[src/rtl/rx_fifo_drain_ctrl_if.sv]
// FIFO read port and host valid/ready handshake of the RX drain controller.
interface rx_fifo_drain_ctrl_if;
    logic       n_re_o;
    logic [7:0] data_i;
    logic       p_empty_i;
    logic [7:0] data_o;
    logic       p_valid_o;
    logic       p_ready_i;

    modport master (
        output n_re_o, data_o, p_valid_o,
        input  data_i, p_empty_i, p_ready_i
    );

    modport slave (
        input  n_re_o, data_o, p_valid_o,
        output data_i, p_empty_i, p_ready_i
    );
endinterface

[src/rtl/rx_fifo_drain_ctrl.sv]
// Drains RX FIFO bytes one at a time to a valid/ready host port, with
// threshold/idle-timeout interrupt causes and a saturating parity error count.
module rx_fifo_drain_ctrl #(
    parameter int TIMEOUT_W = 16,
    parameter int THRESH_W  = 4
) (
    input  logic                 clk,
    input  logic                 rst,
    rx_fifo_drain_ctrl_if.master bus,
    input  logic                 n_we_i,
    input  logic                 p_ParityError_i,
    input  logic                 p_Enable_i,
    input  logic [THRESH_W-1:0]  Threshold_i,
    input  logic [TIMEOUT_W-1:0] Timeout_i,
    input  logic                 p_IrqClr_i,
    output logic [1:0]           IrqCause_o,
    output logic                 p_Irq_o,
    output logic [7:0]           ParityErrCnt_o
);

    localparam int S_IDLE = 0;
    localparam int S_READ = 1;
    localparam int S_LOAD = 2;
    localparam int S_HOLD = 3;

    localparam logic [3:0] ST_IDLE = 4'b0001;
    localparam logic [3:0] ST_READ = 4'b0010;
    localparam logic [3:0] ST_LOAD = 4'b0100;
    localparam logic [3:0] ST_HOLD = 4'b1000;

    logic [3:0]           state_q, state_d;
    logic [7:0]           data_q;
    logic [THRESH_W-1:0]  deliv_q, deliv_d, deliv_inc;
    logic [TIMEOUT_W-1:0] idle_q, idle_d, idle_inc;
    logic [1:0]           cause_q, cause_d;
    logic                 par_q;
    logic [7:0]           perr_q, perr_d;

    logic n_re, p_valid, load;
    logic xfer, thr_hit, to_hit;

    // State register
    always_ff @(posedge clk) begin
        if (!rst) begin
            state_q <= ST_IDLE;
        end else begin
            state_q <= state_d;
        end
    end

    // Next-state logic; enable only gates the start of a new byte
    always_comb begin
        state_d = state_q;
        case (state_q)
            ST_IDLE: if (p_Enable_i && !bus.p_empty_i) state_d = ST_READ;
            ST_READ: state_d = ST_LOAD;
            ST_LOAD: state_d = ST_HOLD;
            ST_HOLD: if (bus.p_ready_i) state_d = ST_IDLE;
            default: state_d = ST_IDLE;
        endcase
    end

    // Outputs decoded straight from the one-hot state flops, so they are glitch-free
    always_comb begin
        n_re    = 1'b1;
        p_valid = 1'b0;
        load    = 1'b0;
        if (state_q[S_READ]) n_re    = 1'b0;
        if (state_q[S_LOAD]) load    = 1'b1;
        if (state_q[S_HOLD]) p_valid = 1'b1;
    end

    assign bus.n_re_o    = n_re;
    assign bus.p_valid_o = p_valid;
    assign bus.data_o    = data_q;

    assign xfer      = p_valid & bus.p_ready_i;
    assign deliv_inc = deliv_q + 1'b1;
    assign idle_inc  = (&idle_q) ? idle_q : idle_q + 1'b1;

    // Timeout fires on the edge the idle count reaches the limit, so the cause
    // lands exactly Timeout_i cycles after the last delivery or write.
    always_comb begin
        deliv_d = deliv_q;
        idle_d  = idle_q;
        thr_hit = 1'b0;
        to_hit  = 1'b0;
        if (xfer) begin
            if (Threshold_i != '0 && deliv_inc == Threshold_i) begin
                thr_hit = 1'b1;
                deliv_d = '0;
            end else begin
                deliv_d = deliv_inc;
            end
        end
        if (!n_we_i || xfer || deliv_q == '0) begin
            idle_d = '0;
        end else if (Timeout_i != '0 && idle_inc == Timeout_i) begin
            to_hit  = 1'b1;
            idle_d  = '0;
            deliv_d = '0;
        end else begin
            idle_d = idle_inc;
        end
    end

    // A set in the same cycle as a clear wins
    assign cause_d = (cause_q & ~{2{p_IrqClr_i}}) | {to_hit, thr_hit};

    always_comb begin
        perr_d = perr_q;
        if (p_ParityError_i && !par_q && perr_q != 8'hFF) perr_d = perr_q + 8'd1;
    end

    always_ff @(posedge clk) begin
        if (!rst) begin
            data_q  <= 8'h00;
            deliv_q <= '0;
            idle_q  <= '0;
            cause_q <= 2'b00;
            par_q   <= 1'b0;
            perr_q  <= 8'h00;
        end else begin
            if (load) data_q <= bus.data_i;
            deliv_q <= deliv_d;
            idle_q  <= idle_d;
            cause_q <= cause_d;
            par_q   <= p_ParityError_i;
            perr_q  <= perr_d;
        end
    end

    assign IrqCause_o     = cause_q;
    assign p_Irq_o        = |cause_q;
    assign ParityErrCnt_o = perr_q;

endmodule

[src/flat_wrapper.sv]
// flat-port wrapper written by rule: the top's interface ports become plain ports
module rx_fifo_drain_ctrl_flat 
#(
    parameter int TIMEOUT_W = 16,
    parameter int THRESH_W  = 4
)
  (clk, rst, n_we_i, p_ParityError_i, p_Enable_i, Threshold_i, Timeout_i, p_IrqClr_i, IrqCause_o, p_Irq_o, ParityErrCnt_o, bus_n_re_o, bus_data_o, bus_p_valid_o, bus_data_i, bus_p_empty_i, bus_p_ready_i);
  rx_fifo_drain_ctrl_if bus_i ();
  input  logic clk;
  input  logic rst;
  input  logic n_we_i;
  input  logic p_ParityError_i;
  input  logic p_Enable_i;
  input  logic [THRESH_W-1:0] Threshold_i;
  input  logic [TIMEOUT_W-1:0] Timeout_i;
  input  logic p_IrqClr_i;
  output logic [1:0] IrqCause_o;
  output logic p_Irq_o;
  output logic [7:0] ParityErrCnt_o;
  output wire logic [$bits(bus_i.n_re_o)-1:0] bus_n_re_o;
  output wire logic [$bits(bus_i.data_o)-1:0] bus_data_o;
  output wire logic [$bits(bus_i.p_valid_o)-1:0] bus_p_valid_o;
  input wire logic [$bits(bus_i.data_i)-1:0] bus_data_i;
  input wire logic [$bits(bus_i.p_empty_i)-1:0] bus_p_empty_i;
  input wire logic [$bits(bus_i.p_ready_i)-1:0] bus_p_ready_i;
  assign bus_n_re_o = bus_i.n_re_o;
  assign bus_data_o = bus_i.data_o;
  assign bus_p_valid_o = bus_i.p_valid_o;
  assign bus_i.data_i = bus_data_i;
  assign bus_i.p_empty_i = bus_p_empty_i;
  assign bus_i.p_ready_i = bus_p_ready_i;
  rx_fifo_drain_ctrl #(.TIMEOUT_W(TIMEOUT_W), .THRESH_W(THRESH_W)) u_core (.clk(clk), .rst(rst), .bus(bus_i), .n_we_i(n_we_i), .p_ParityError_i(p_ParityError_i), .p_Enable_i(p_Enable_i), .Threshold_i(Threshold_i), .Timeout_i(Timeout_i), .p_IrqClr_i(p_IrqClr_i), .IrqCause_o(IrqCause_o), .p_Irq_o(p_Irq_o), .ParityErrCnt_o(ParityErrCnt_o));
endmodule
[config.mk]
export PLATFORM = sky130hd
export DESIGN_NAME = rx_fifo_drain_ctrl_flat
export DESIGN_NICKNAME = d
export VERILOG_FILES = /design/src/rtl/rx_fifo_drain_ctrl_if.sv /design/src/rtl/rx_fifo_drain_ctrl.sv /design/src/flat_wrapper.sv
export SDC_FILE = /design/constraint.sdc
export NUM_CORES = 1
export LEC_CHECK = 0
export ABC_CLOCK_PERIOD_IN_PS = 3500
export BUFFER_PORTS_ARGS = -buffer_cell sky130_fd_sc_hd__buf_2
export CAP_MARGIN = 0
export CORE_MARGIN = 10
export CORE_UTILIZATION = 45
export CTS_CLUSTER_SIZE = 25
export DETAILED_ROUTE_END_ITERATION = 6
export PLACE_DENSITY_LB_ADDON = 0.15
export SLEW_MARGIN = 10
export SYNTH_ARGS = -nofsm -noshare
export SYNTH_HDL_FRONTEND = slang
export SYNTH_SLANG_ARGS = --single-unit
[constraint.sdc]
create_clock -name clk -period 3.5 [get_ports clk]
set_clock_uncertainty 0.05 [all_clocks]
set_input_delay 0.7 -clock clk [delete_from_list [all_inputs] [get_ports clk]]
set_output_delay 0.7 -clock clk [all_outputs]
set_load 0.005 [all_outputs]
After elaboration in Yosys (flattened, before gate mapping)
Index checks and enable logic that the tools add are counted.
- bits in registers: 43
- input bits: 36
- output and inout bits: 21
- word-level logic and storage cells: 56
- add/sub/neg operators: 3
- equal/unequal tests: 9
- multiplexer cells: 15
- bitwise logic cells: 5
- reduce and logical (&&, ||, !) cells: 17
- operator list (cell ; count):
    two-way mux 4 bit ; 6
    adder 16 x 1 -> 16 bit (second input constant) ; 1
    equality test 16 bit ; 1
    two-way mux 16 bit ; 1
    case mux 4 bit (4 select lines) ; 1
    AND reduction 16 bit ; 1
    nonzero test 16 bit ; 1
    adder 8 x 1 -> 8 bit (second input constant) ; 1
    inequality test 8 bit (second input constant) ; 1
    two-way mux 1 bit ; 7
    logical AND 1 bit ; 5
    adder 4 x 1 -> 4 bit (second input constant) ; 1
    equality test 4 x 1 -> 1 bit (second input constant) ; 1
    equality test 4 x 2 -> 1 bit (second input constant) ; 1
    equality test 4 x 3 -> 1 bit (second input constant) ; 1
    equality test 4 bit ; 1
    equality test 4 bit (second input constant) ; 1
    logical NOT 4 bit ; 1
    nonzero test 4 bit ; 1
    logical NOT 1 bit ; 3
    OR reduction 3 bit ; 1
    AND 2 bit ; 1
    logical OR 1 bit ; 2
    inequality test 2 x 1 -> 1 bit (second input constant) ; 1
    other kinds (7) ; 7

Longest topological paths before layout
Gate-level depths: netlist (run 1).
- depth after elaboration: 7
- depth in mapped cells: 11
- gate-level depth less buffers: 8

Worst setup path before layout (run 1)
OpenSTA, ideal clock, no wires.
- path type: flip-flop to flip-flop
- start point: reg u_core.idle_q[0]
- end point: reg u_core.deliv_q[2]
- library setup time: 0.133 ns
- data arrival time: 2.331 ns
- setup slack: 0.986 ns
- cell stages (with the launch flop): 11
- buffers on the path: 2
- clock period less this slack: 2.514 ns
- cells stage by stage: dfxtp_1 -> ha_1 -> and3_1 -> buf_2 -> nand4_2 -> a21oi_1 -> xor2_1 -> a2111oi_0 -> and3_4 -> buf_4 -> a31oi_1
- word-level cells in the longest chain between the ends: 6
- RTL lines (what ; RTL line ; source):
    start, declared ; rx_fifo_drain_ctrl.sv:34 ; logic [TIMEOUT_W-1:0] idle_q, idle_d, idle_inc;
    start signal, assigned ; rx_fifo_drain_ctrl.sv:126 ; idle_q <= idle_d;
    adder 16 x 1 -> 16 bit or AND reduction 16 bit (tied branches) ; rx_fifo_drain_ctrl.sv:79 ; assign idle_inc = (&idle_q) ? idle_q : idle_q + 1'b1;
    two-way mux 16 bit (*) ; rx_fifo_drain_ctrl.sv:79 ;
    equality test 16 bit (*) ; rx_fifo_drain_ctrl.sv:98 ; end else if (Timeout_i != '0 && idle_inc == Timeout_i) begin
    logical AND 1 bit (*) ; rx_fifo_drain_ctrl.sv:98 ;
    two-way mux 4 bit (*) ; rx_fifo_drain_ctrl.sv:98 ;
    two-way mux 4 bit (*) ; rx_fifo_drain_ctrl.sv:96 ; if (!n_we_i || xfer || deliv_q == '0) begin
    end signal, assigned ; rx_fifo_drain_ctrl.sv:125 ; deliv_q <= deliv_d;
    end, declared ; rx_fifo_drain_ctrl.sv:33 ; logic [THRESH_W-1:0] deliv_q, deliv_d, deliv_inc;
Every way passes the cells marked *; elsewhere a longest branch is shown, timed or not.
A chain may end at the register's enable or synchronous reset.

Worst setup path in the final report (run 1)
- start point: reg u_core.idle_q[0]
- end point: reg u_core.cause_q[1] (netlist: u_core.IrqCause_o[1])
- word-level cells in the longest chain between the ends: 7
- RTL lines (what ; RTL line ; source):
    adder 16 x 1 -> 16 bit or AND reduction 16 bit (tied branches) ; rx_fifo_drain_ctrl.sv:79 ;
    two-way mux 16 bit (*) ; rx_fifo_drain_ctrl.sv:79 ;
    equality test 16 bit (*) ; rx_fifo_drain_ctrl.sv:98 ;
    logical AND 1 bit (*) ; rx_fifo_drain_ctrl.sv:98 ;
    two-way mux 1 bit (*) ; rx_fifo_drain_ctrl.sv:98 ;
    two-way mux 1 bit (*) ; rx_fifo_drain_ctrl.sv:96 ;
    bitwise OR 2 bit (*) ; rx_fifo_drain_ctrl.sv:108 ; assign cause_d = (cause_q & ~{2{p_IrqClr_i}}) | {to_hit, thr_hit};
    end signal, assigned ; rx_fifo_drain_ctrl.sv:127 ; cause_q <= cause_d;
    end, declared ; rx_fifo_drain_ctrl.sv:35 ; logic [1:0] cause_q, cause_d;
Marks and branches as above.

==> flow_metrics.env, run 1 <==
export IMPL_outcome="finished, final reports clean"
export IMPL_synth_edff_count=0
export IMPL_ys_ff_latch=43
export IMPL_worst_setup_path_type="register to register"
export IMPL_setup_viol=0
export IMPL_yosys_cell_types_count=57
export IMPL_first_pass_iters=5
export IMPL_grt_antenna_before_repair=0
export IMPL_period_minus_slack_ps=2970
export IMPL_yosysWarnings=0
export IMPL_fin_nets=400
export IMPL_antennaDiodeCount=0
export IMPL_numCtsBuffers=5
export IMPL_maxCapViolations=0
export IMPL_p_leak_nw=1.16
export IMPL_crit_fanout=21
export IMPL_arrival_ps=3150
export IMPL_ir_drop_uv=283
export IMPL_syn_to_final_growth_pct=14.4
export IMPL_fmax_mhz=336
export IMPL_ant_nets=0
export IMPL_cellPowerDensity_nw_per_um2=325
export IMPL_gr_usage_all_layers_pct=14.2
export IMPL_io_pins=57
export IMPL_clk_pin_slew_ps=80
export IMPL_cts_tree="done"
export IMPL_final_core_util_pct=53.9
export IMPL_grt_max_degree=22
export IMPL_overflow=0
export IMPL_htree_levels=2
export IMPL_syn_avg_cell_area_um2=8.52
export IMPL_dieArea_um2=9330
export IMPL_die_w_um=96.6
export IMPL_finalHoldViolCount=0
export IMPL_synth_flop_cell="dfxtp_1"
export IMPL_gp_congestion=0.901
export IMPL_finalCritPeriodShare_pct=84.9
export IMPL_endpoint_kind="register"
export IMPL_wl_per_cell_um=16.0
export IMPL_syn_cell_area_um2=2640
export IMPL_start_util_pct=47.1
export IMPL_synthArstFlopShare_pct=0
export IMPL_drtIter0Drc=148
export IMPL_clkSinkCount=43
export IMPL_clockBufferDepth=2
export IMPL_drc_errors=0
export IMPL_setup_tns_ps=0
export IMPL_hp_class="register to register"
export IMPL_worst_ep_required_time_ps=3680
export IMPL_viasPerCell=5.67
export IMPL_row_count=27
export IMPL_worst_slew_pin_slew_ps=739
export IMPL_wirelength_mm=6.93
export IMPL_slew_viol_final=0
export IMPL_postCtsResizedCells=0
export IMPL_rsz0062_at_grt="false"
export IMPL_first_global_vias=2275
export IMPL_cts_root_buf="clkbuf_8"
export IMPL_postCtsSetupBuffers=0
export IMPL_num_vias=2456
export IMPL_postCtsHoldBufs=0
export IMPL_port_buffers=56
export IMPL_grt_pass1_wl_mm=11.6
export IMPL_drive_gt1_share_pct=22.7
export IMPL_dpl_hpwl_mm=5.31
export IMPL_fp_coreArea_um2=5610
export IMPL_synth_nets=350
export IMPL_max_slew_margin_pct=50.3
export IMPL_cp_start_kind="register"
export IMPL_synthCells=310
export IMPL_yosysSeqAreaShare_pct=32.6
export IMPL_fp_dieH_um=96.6
export IMPL_clock_latency_ps=290
[final timing paths]
path	slack (ps)	to	startpoint	cells past startpoint
max	530	u_core.IrqCause_o[1]	u_core.idle_q[0]	8
min	450	u_core.bus.data_o[7]	u_core.bus.data_o[7]	2
max reg2reg	530	u_core.IrqCause_o[1]	u_core.idle_q[0]	8
min reg2reg	450	u_core.bus.data_o[7]	u_core.bus.data_o[7]	2
[cells in the mapped netlist (2+ instances only)]
library cell | number | area [um^2]
dfxtp_1 | 43 | 861
nand2_1 | 31 | 116
nor2_1 | 24 | 90.1
a21oi_1 | 18 | 90.1
mux2i_1 | 15 | 150
o21ai_0 | 15 | 75.1
xnor2_1 | 15 | 131
nand3_1 | 11 | 55.1
xor2_1 | 11 | 96.3
a31oi_1 | 9 | 56.3
nand4_1 | 8 | 50.1
nor4_1 | 8 | 50.1
buf_6 | 7 | 78.8
inv_1 | 7 | 26.3
nor3_1 | 7 | 35.0
a211oi_1 | 6 | 45.0
and3_1 | 6 | 37.5
or3_1 | 6 | 37.5
ha_1 | 4 | 50.1
nor3b_1 | 4 | 30.0
o211ai_1 | 4 | 30.0
a41oi_1 | 3 | 26.3
and4_1 | 3 | 26.3
buf_4 | 3 | 22.5
nand2b_1 | 3 | 18.8
a211oi_2 | 2 | 25.0
and2_1 | 2 | 12.5
and3_2 | 2 | 15.0
buf_2 | 2 | 10.0
clkbuf_1 | 2 | 7.51
o22ai_1 | 2 | 12.5
o311ai_0 | 2 | 17.5
[metrics by stage]
stage	hold WS (ps)	power (mW)	area (um^2)	worst slack [ps]	instances
final	445	0.982	3020	527	433
after global routing	483	1.02	3020	182	433
after CTS	449	0.992	3020	538	433
after detailed placement	431	0.603	2900	564	425
after global placement	418	0.602	2900	710	425
after floorplan	429	0.562	2640	986	310
[flip-flops by register name, indices dropped and copies added, names as in the netlist]
| name | flops |
|---|---|
| u_core.idle_q | 16 |
| u_core.ParityErrCnt_o | 8 |
| u_core.bus.data_o | 8 |
| u_core.deliv_q | 4 |
| u_core.state_q | 4 |
| u_core.IrqCause_o | 2 |
| u_core.par_q | 1 |
[cell usage in the layout, fill, tap and decap left out, types with 2 or more instances in the layout]
| cell type | n |
|---|---|
| a211oi_1 | 6 |
| a211oi_2 | 2 |
| a21oi_1 | 18 |
| a31oi_1 | 9 |
| a41oi_1 | 3 |
| and2_1 | 2 |
| and3_1 | 6 |
| and3_2 | 2 |
| and4_1 | 3 |
| buf_2 | 56 |
| buf_4 | 2 |
| clkbuf_8 | 6 |
| dfxtp_1 | 43 |
| ha_1 | 4 |
| inv_1 | 7 |
| mux2i_1 | 15 |
| nand2_1 | 31 |
| nand2b_1 | 3 |
| nand3_1 | 11 |
| nand4_1 | 8 |
| nor2_1 | 24 |
| nor3_1 | 7 |
| nor3b_1 | 4 |
| nor4_1 | 8 |
| o211ai_1 | 4 |
| o21ai_0 | 15 |
| o22ai_1 | 2 |
| o311ai_0 | 2 |
| or3_1 | 6 |
| xnor2_1 | 15 |
| xor2_1 | 11 |
[power by group]
part | leakage (nW) | switching (mW) | internal (mW)
Combinational | 0.756 | 0.0461 | 0.0418
Clock | 0.0612 | 0.159 | 0.231
Sequential | 0.347 | 0.00839 | 0.495
Total | 1.16 | 0.214 | 0.768
[layer usage]
metal	vias to the layer above	GRT usage (%)	routed length (um)
met1	1149	18.9	3230
met5	-	0	0
met3	4	2.91	362
met4	0	3.72	55
li1	1250	-	-
met2	53	22.5	3280
[cells by family (layout without fill, tap and decap cells)]
logic type	Yosys count	after routing	share of synthesized area (%)
XOR/XNOR	27	27	9.24
multiplexers	15	15	5.68
AND/OR/NAND/NOR	126	126	26.1
adder cells (fa/ha/maj)	4	4	1.89
AO/OA/AOI/OAI	72	72	18.8
flip-flops	43	43	32.6
buffers and inverters	23	74	5.78
[critical path, stage by stage (launching register included)]
cell,delay (ps)
dfxtp_1,440
ha_1,340
and3_1,380
nand4_2,310
a21oi_1,310
xor2_1,110
a2111oi_0,360
and3_4,420
a32o_1,190
[layout make-up]
class / instances / area, um^2
sequential: 43 / 861
fill: 563 / 2590
tap: 72 / 90.1
timing repair buffer: 58 / 295
clock inverter: 2 / 35.0
clock buffer: 6 / 82.6
multi-input combinational: 244 / 1630
inverter: 8 / 30.0
No activity file was read; power rests on OpenSTA's default activity.
==> run 2: changes to the inputs <==
--- a/config.mk
+++ b/config.mk
@@ -5,7 +5,7 @@
 export SDC_FILE = /design/constraint.sdc
 export NUM_CORES = 1
 export LEC_CHECK = 0
-export ABC_CLOCK_PERIOD_IN_PS = 3500
+export ABC_CLOCK_PERIOD_IN_PS = 3000
 export BUFFER_PORTS_ARGS = -buffer_cell sky130_fd_sc_hd__buf_2
 export CAP_MARGIN = 0
 export CORE_MARGIN = 10
==> constraint.sdc (replaced) <==
create_clock -name clk -period 3 [get_ports clk]
set_clock_uncertainty 0.05 [all_clocks]
set_input_delay 0.6 -clock clk [delete_from_list [all_inputs] [get_ports clk]]
set_output_delay 0.6 -clock clk [all_outputs]
set_load 0.005 [all_outputs]
==> run 2 against run 1 <==
Net effect: flip-flop and latch count unchanged; largest power group unchanged; count of clock-buffer cells in the layout down 1; non-clock buffer count up 6; largest cell class unchanged.
==> flow_metrics.env, run 2 (synthesized netlist as in run 1, its figures left out) <==
export IMPL_wl_per_cell_um=16.1
export IMPL_dpl_hpwl_mm=5.33
export IMPL_numCtsBuffers=5
export IMPL_cp_start_kind="register"
export IMPL_wirelength_mm=7.09
export IMPL_cp_slowest_stage_delay_ps=450
export IMPL_clk_pin_slew_ps=90
export IMPL_maxCapViolations=0
export IMPL_fp_coreArea_um2=5610
export IMPL_top_register="u_core.idle_q"
export IMPL_setup_tns_ps=0
export IMPL_max_slew_margin_pct=46.2
export IMPL_cts_tree="done"
export IMPL_hp_class="register to register"
export IMPL_endpoint_kind="register"
export IMPL_rsz0062_at_grt="false"
export IMPL_finalHoldViolCount=0
export IMPL_cellPowerDensity_nw_per_um2=351
export IMPL_clock_latency_ps=290
export IMPL_first_global_vias=2472
export IMPL_cts_root_buf="clkbuf_8"
export IMPL_postCtsHoldBufs=0
export IMPL_arrival_ps=2890
export IMPL_p_leak_nw=1.18
export IMPL_period_minus_slack_ps=2760
export IMPL_ant_nets=0
export IMPL_antennaDiodeCount=0
export IMPL_grt_pass1_wl_mm=12.3
export IMPL_crit_fanout=10
export IMPL_fp_dieH_um=96.6
export IMPL_largest_reg_flops=16
export IMPL_clockBufferDepth=2
export IMPL_ir_drop_uv=286
export IMPL_start_util_pct=47.1
export IMPL_overflow=0
export IMPL_layout_commonest_cell="buf_2"
export IMPL_fin_nets=407
export IMPL_outcome="finished, final reports clean"
export IMPL_postCtsSetupBuffers=0
export IMPL_path_cells="ha_1 -> and3_2 -> nand4_2 -> a21oi_1 -> xor2_1 -> a2111oi_2 -> and3_2 -> a211oi_1"
export IMPL_place_worst_setup_slack_ps=60.0
export IMPL_io_pins=57
export IMPL_layout_common_cells="56 x buf_2, 43 x dfxtp_1, 31 x nand2_1, 24 x nor2_1, 18 x a21oi_1"
export IMPL_clock_power_share_pct=35.4
export IMPL_gp_congestion=0.897
export IMPL_num_vias=2524
export IMPL_fillers=577
export IMPL_clkSinkCount=43
export IMPL_final_setup_worst_slack_ps=238
export IMPL_fmax_mhz=362
export IMPL_worst_setup_path_type="register to register"
export IMPL_worst_slew_pin_slew_ps=799
export IMPL_setup_viol=0
export IMPL_first_pass_iters=4
export IMPL_path_common_cell="and3_2"
export IMPL_p_seq_share_pct=54.8
export IMPL_instances_no_fill=440
export IMPL_power_switching_mw=0.278
export IMPL_postCtsResizedCells=0
export IMPL_port_buffers=56
export IMPL_gr_usage_all_layers_pct=14.9
export IMPL_syn_to_final_growth_pct=15.7
export IMPL_drive_gt1_share_pct=24.7
export IMPL_switching_share_pct=25.9
export IMPL_htree_levels=2
export IMPL_die_w_um=96.6
export IMPL_p_int_mw=0.794
export IMPL_slowest_stage="a2111oi_2"
export IMPL_grt_antenna_before_repair=0
export IMPL_row_count=27
export IMPL_slew_viol_final=0
export IMPL_placed_cells=431
export IMPL_dieArea_um2=9330
export IMPL_power_mw=1.07
export IMPL_grt_max_degree=22
export IMPL_drc_errors=0
export IMPL_power_frac_comb_pct=9.9
export IMPL_finalCritPeriodShare_pct=92.1
export IMPL_drtIter0Drc=219
export IMPL_worst_ep_required_time_ps=3130
export IMPL_viasPerCell=5.74
## run 2: critical path: cells and delay by family, from the launching register on
kind | cells | cell delay (ps)
AOI/OAI and AO/OA | 3 | 800
xor gates and xnor gates | 1 | 120
adders and majority gates | 1 | 330
DFF | 1 | 420
and+or+nand+nor | 3 | 920
## run 2: final timing paths
kind                                              to                 start  slack [ps]  cells after the start
worst max-delay path               u_core.idle_q[12]      u_core.idle_q[1]         240                      8
worst min-delay path            u_core.bus.data_o[2]  u_core.bus.data_o[2]         450                      2
worst max register to register     u_core.idle_q[12]      u_core.idle_q[1]         240                      8
worst min register to register  u_core.bus.data_o[2]  u_core.bus.data_o[2]         450                      2
## run 2: metrics by stage
step | instance area [um^2] | util [%] | hold slack, ps
after CTS | 3040 | 54.2 | 453
after global routing | 3060 | 54.5 | 477
after global placement | 2950 | 52.6 | 418
after floorplan | 2640 | - | 429
final | 3060 | 54.5 | 447
after detailed placement | 2950 | 52.6 | 430
## run 2: cell type report
class,count,area [um^2],share of cell area [%]
Tap cell,72,90.1,2.95
Clock buffer,5,68.8,2.25
Clock inverter,3,23.8,0.778
Timing Repair Buffer,64,340,11.1
Multi-Input combinational cell,245,1640,53.7
Sequential cell,43,861,28.2
Inverter,8,30.0,0.982
## run 2: power groups by stage
stage | Combinational, mW | Clock [mW] | Sequential [mW]
floorplan | 0.0576 | 0 | 0.598
global placement | 0.103 | 0 | 0.601
detailed placement | 0.104 | 0 | 0.601
CTS | 0.105 | 0.395 | 0.587
global route | 0.118 | 0.422 | 0.589
finish | 0.106 | 0.379 | 0.587
## run 2: per-layer routing
layer | GRT usage, % | share of wire (%) | vias to the layer above
met5 | 0 | 0 | -
met4 | 3.27 | 1.2 | 0
met3 | 2.77 | 4.9 | 11
met2 | 24.2 | 47 | 84
met1 | 19.9 | 47 | 1163
li1 | - | - | 1266
==> run 3: changes to the inputs <==
--- a/config.mk
+++ b/config.mk
@@ -5,6 +5,7 @@
 export SDC_FILE = /design/constraint.sdc
 export NUM_CORES = 1
 export LEC_CHECK = 0
+export ABC_AREA = 1
 export ABC_CLOCK_PERIOD_IN_PS = 3000
 export BUFFER_PORTS_ARGS = -buffer_cell sky130_fd_sc_hd__buf_2
 export CAP_MARGIN = 0
@@ -12,6 +13,7 @@
 export CORE_UTILIZATION = 45
 export CTS_CLUSTER_SIZE = 25
 export DETAILED_ROUTE_END_ITERATION = 6
+export GPL_TIMING_DRIVEN = 0
 export PLACE_DENSITY_LB_ADDON = 0.15
 export SLEW_MARGIN = 10
 export SYNTH_ARGS = -nofsm -noshare
==> run 3 against run 2 <==
Net effect: final area up 3.2%; via count is 5.5% higher; sequential power grew 2%; power up 3.1%; critical path type unchanged; critical endpoint is now u_core.idle_q[2]; largest power group unchanged; highest routed layer unchanged.
==> flow_metrics.env, run 3 <==
export IMPL_num_vias=2663
export IMPL_ys_ff_latch=43
export IMPL_max_slew_margin_pct=48.8
export IMPL_yosysWarnings=0
export IMPL_synth_flop_cell="dfxtp_1"
export IMPL_first_global_vias=2510
export IMPL_cp_start_kind="register"
export IMPL_start_util_pct=46.0
export IMPL_largest_reg_flops=16
export IMPL_row_count=28
export IMPL_die_w_um=97.4
export IMPL_arrival_ps=2590
export IMPL_yosys_cell_count_top_type="nand2_1"
export IMPL_overflow=0
export IMPL_post_synth_top_area_fraction_pct=32.0
export IMPL_slowest_stage="dfxtp_1"
export IMPL_worst_ep_required_time_ps=3110
export IMPL_placed_cells=543
export IMPL_crit_fanout=10
export IMPL_cellPowerDensity_nw_per_um2=351
export IMPL_ir_drop_uv=280
export IMPL_seq_area_um2=861
export IMPL_setup_viol=0
export IMPL_instances_no_fill=551
export IMPL_cts_root_buf="clkbuf_8"
export IMPL_outcome="finished, final reports clean"
export IMPL_drive_gt1_share_pct=20.6
export IMPL_fp_dieH_um=97.4
export IMPL_drtIter0Drc=175
export IMPL_cts_tree="done"
export IMPL_power_mw=1.11
export IMPL_fmax_mhz=403
export IMPL_path_common_cell="nand2_1"
export IMPL_slew_viol_final=0
export IMPL_top_register="u_core.idle_q"
export IMPL_drc_errors=0
export IMPL_grt_max_degree=14
export IMPL_finalHoldViolCount=0
export IMPL_cp_buffers_inverters=1
export IMPL_maxCapViolations=0
export IMPL_port_buffers=56
export IMPL_final_core_util_pct=53.9
export IMPL_syn_to_final_growth_pct=17.0
export IMPL_yosysSeqAreaShare_pct=32.0
export IMPL_fp_coreArea_um2=5850
export IMPL_gp_congestion=0.914
export IMPL_setup_tns_ps=0
export IMPL_netlist_top_cells_area="dfxtp_1 32%, nand2_1 13%, nor2_1 8.2%, inv_1 7.7%, nand3_1 7.4%"
export IMPL_layout_commonest_cell="nand2_1"
export IMPL_worst_slew_pin_slew_ps=767
export IMPL_postCtsResizedCells=0
export IMPL_path_cells="ha_1 -> nand3_1 -> nor2_1 -> nand3_1 -> nand2_1 -> nand2_1 -> nand2_1 -> nand2_1 -> nand2_1 -> nand2_1 -> nor2_1 -> nand3_1 -> nor2_4 -> buf_6 -> nor3_2"
export IMPL_clkSinkCount=43
export IMPL_numCtsBuffers=5
export IMPL_worst_setup_path_type="register to register"
export IMPL_grt_pass1_wl_mm=11.8
export IMPL_first_pass_iters=4
export IMPL_wl_per_cell_um=12.9
export IMPL_worst_path_dominant_cell_family="simple AND/OR/NAND/NOR gates"
export IMPL_endpoint_kind="register"
export IMPL_gr_usage_all_layers_pct=14.6
export IMPL_clockBufferDepth=2
export IMPL_rsz0062_at_grt="false"
export IMPL_fin_nets=515
export IMPL_layout_common_cells="96 x nand2_1, 59 x nor2_1, 56 x buf_2, 55 x inv_1, 43 x dfxtp_1"
export IMPL_io_pins=57
export IMPL_synth_edff_count=0
export IMPL_yosys_cell_types_count=34
export IMPL_postCtsSetupBuffers=0
export IMPL_synth_commonest_cells="96 x nand2_1, 59 x nor2_1, 55 x inv_1, 43 x dfxtp_1, 40 x nand3_1"
export IMPL_synthCells=412
export IMPL_period_minus_slack_ps=2480
export IMPL_clock_latency_ps=300
export IMPL_antennaDiodeCount=0
export IMPL_p_leak_nw=1.51
export IMPL_clk_pin_slew_ps=80
export IMPL_dieArea_um2=9480
export IMPL_syn_cell_area_um2=2690
export IMPL_hp_class="register to register"
export IMPL_viasPerCell=4.83
export IMPL_synthArstFlopShare_pct=0
export IMPL_multiInputGateArea_um2=1570
export IMPL_ant_nets=0
export IMPL_synth_nets=452
export IMPL_htree_levels=2
export IMPL_grt_antenna_before_repair=0
export IMPL_finalCritPeriodShare_pct=82.7
export IMPL_wirelength_mm=7.10
export IMPL_dpl_hpwl_mm=5.75
export IMPL_syn_avg_cell_area_um2=6.54
export IMPL_cp_slowest_stage_delay_ps=380
export IMPL_postCtsHoldBufs=0
export IMPL_synth_top_area_cell="dfxtp_1"
export IMPL_fillers=606
run 3: changes by cell type after synthesis, sizes merged, moves of 11 or more:
cell / change
nand2: +69
nor2: +44
nor3: +12
inv: +52
buf: -11
nand3: +32
mux2i: -15
run 3: logic make-up (layout without fill, tap and decap cells):
logic type      after synthesis  in the layout  share of synthesized area, %
compound gates               37             37                          7.34
flops                        43             43                          32.0
fa+ha+maj                     4              4                          1.86
xor+xnor                     14             14                          4.55
buf+inv                      66            130                          9.85
simple gates                248            248                          44.4
run 3: through the flow:
stage	area [um^2]	setup WS [ps]	hold WS [ps]
finish	3150	519	431
global route	3150	197	432
CTS	3150	508	432
detailed placement	3070	543	420
global placement	3070	559	414
floorplan	2690	919	408
run 3: metal layers:
metal | wire (um) | GRT usage (%)
met1 | 3380 | 18.5
met2 | 3340 | 24.0
met3 | 318 | 3.98
met4 | 58 | 3.02
met5 | 0 | 0
run 3: cell type report:
class | count | area share, %
well taps | 75 | 2.98
clock buffers | 6 | 2.30
inverters | 60 | 7.22
flip-flops and latches | 43 | 27.3
plain buffers | 6 | 1.19
clock inverters | 2 | 0.397
multi-input cells | 303 | 49.7
repair buffers | 56 | 8.89
run 3: worst min-delay path: stages (launching register included):
cell and delay, ps:
dfxtp_1 320, nand2_1 60, a21oi_1 50
run 3: worst paths after layout:
check / from / endpoint / slack, ps / depth (start not counted)
min reg2reg: u_core.IrqCause_o[1] / u_core.IrqCause_o[1] / 430 / 2
max reg2reg: u_core.idle_q[0] / u_core.idle_q[2] / 520 / 15
max: u_core.idle_q[0] / u_core.idle_q[2] / 520 / 15
min: u_core.IrqCause_o[1] / u_core.IrqCause_o[1] / 430 / 2
run 3: power by group:
part           internal (mW)  switching [mW]
clock                  0.163           0.209
sequential             0.588          0.0102
combinational         0.0583          0.0775
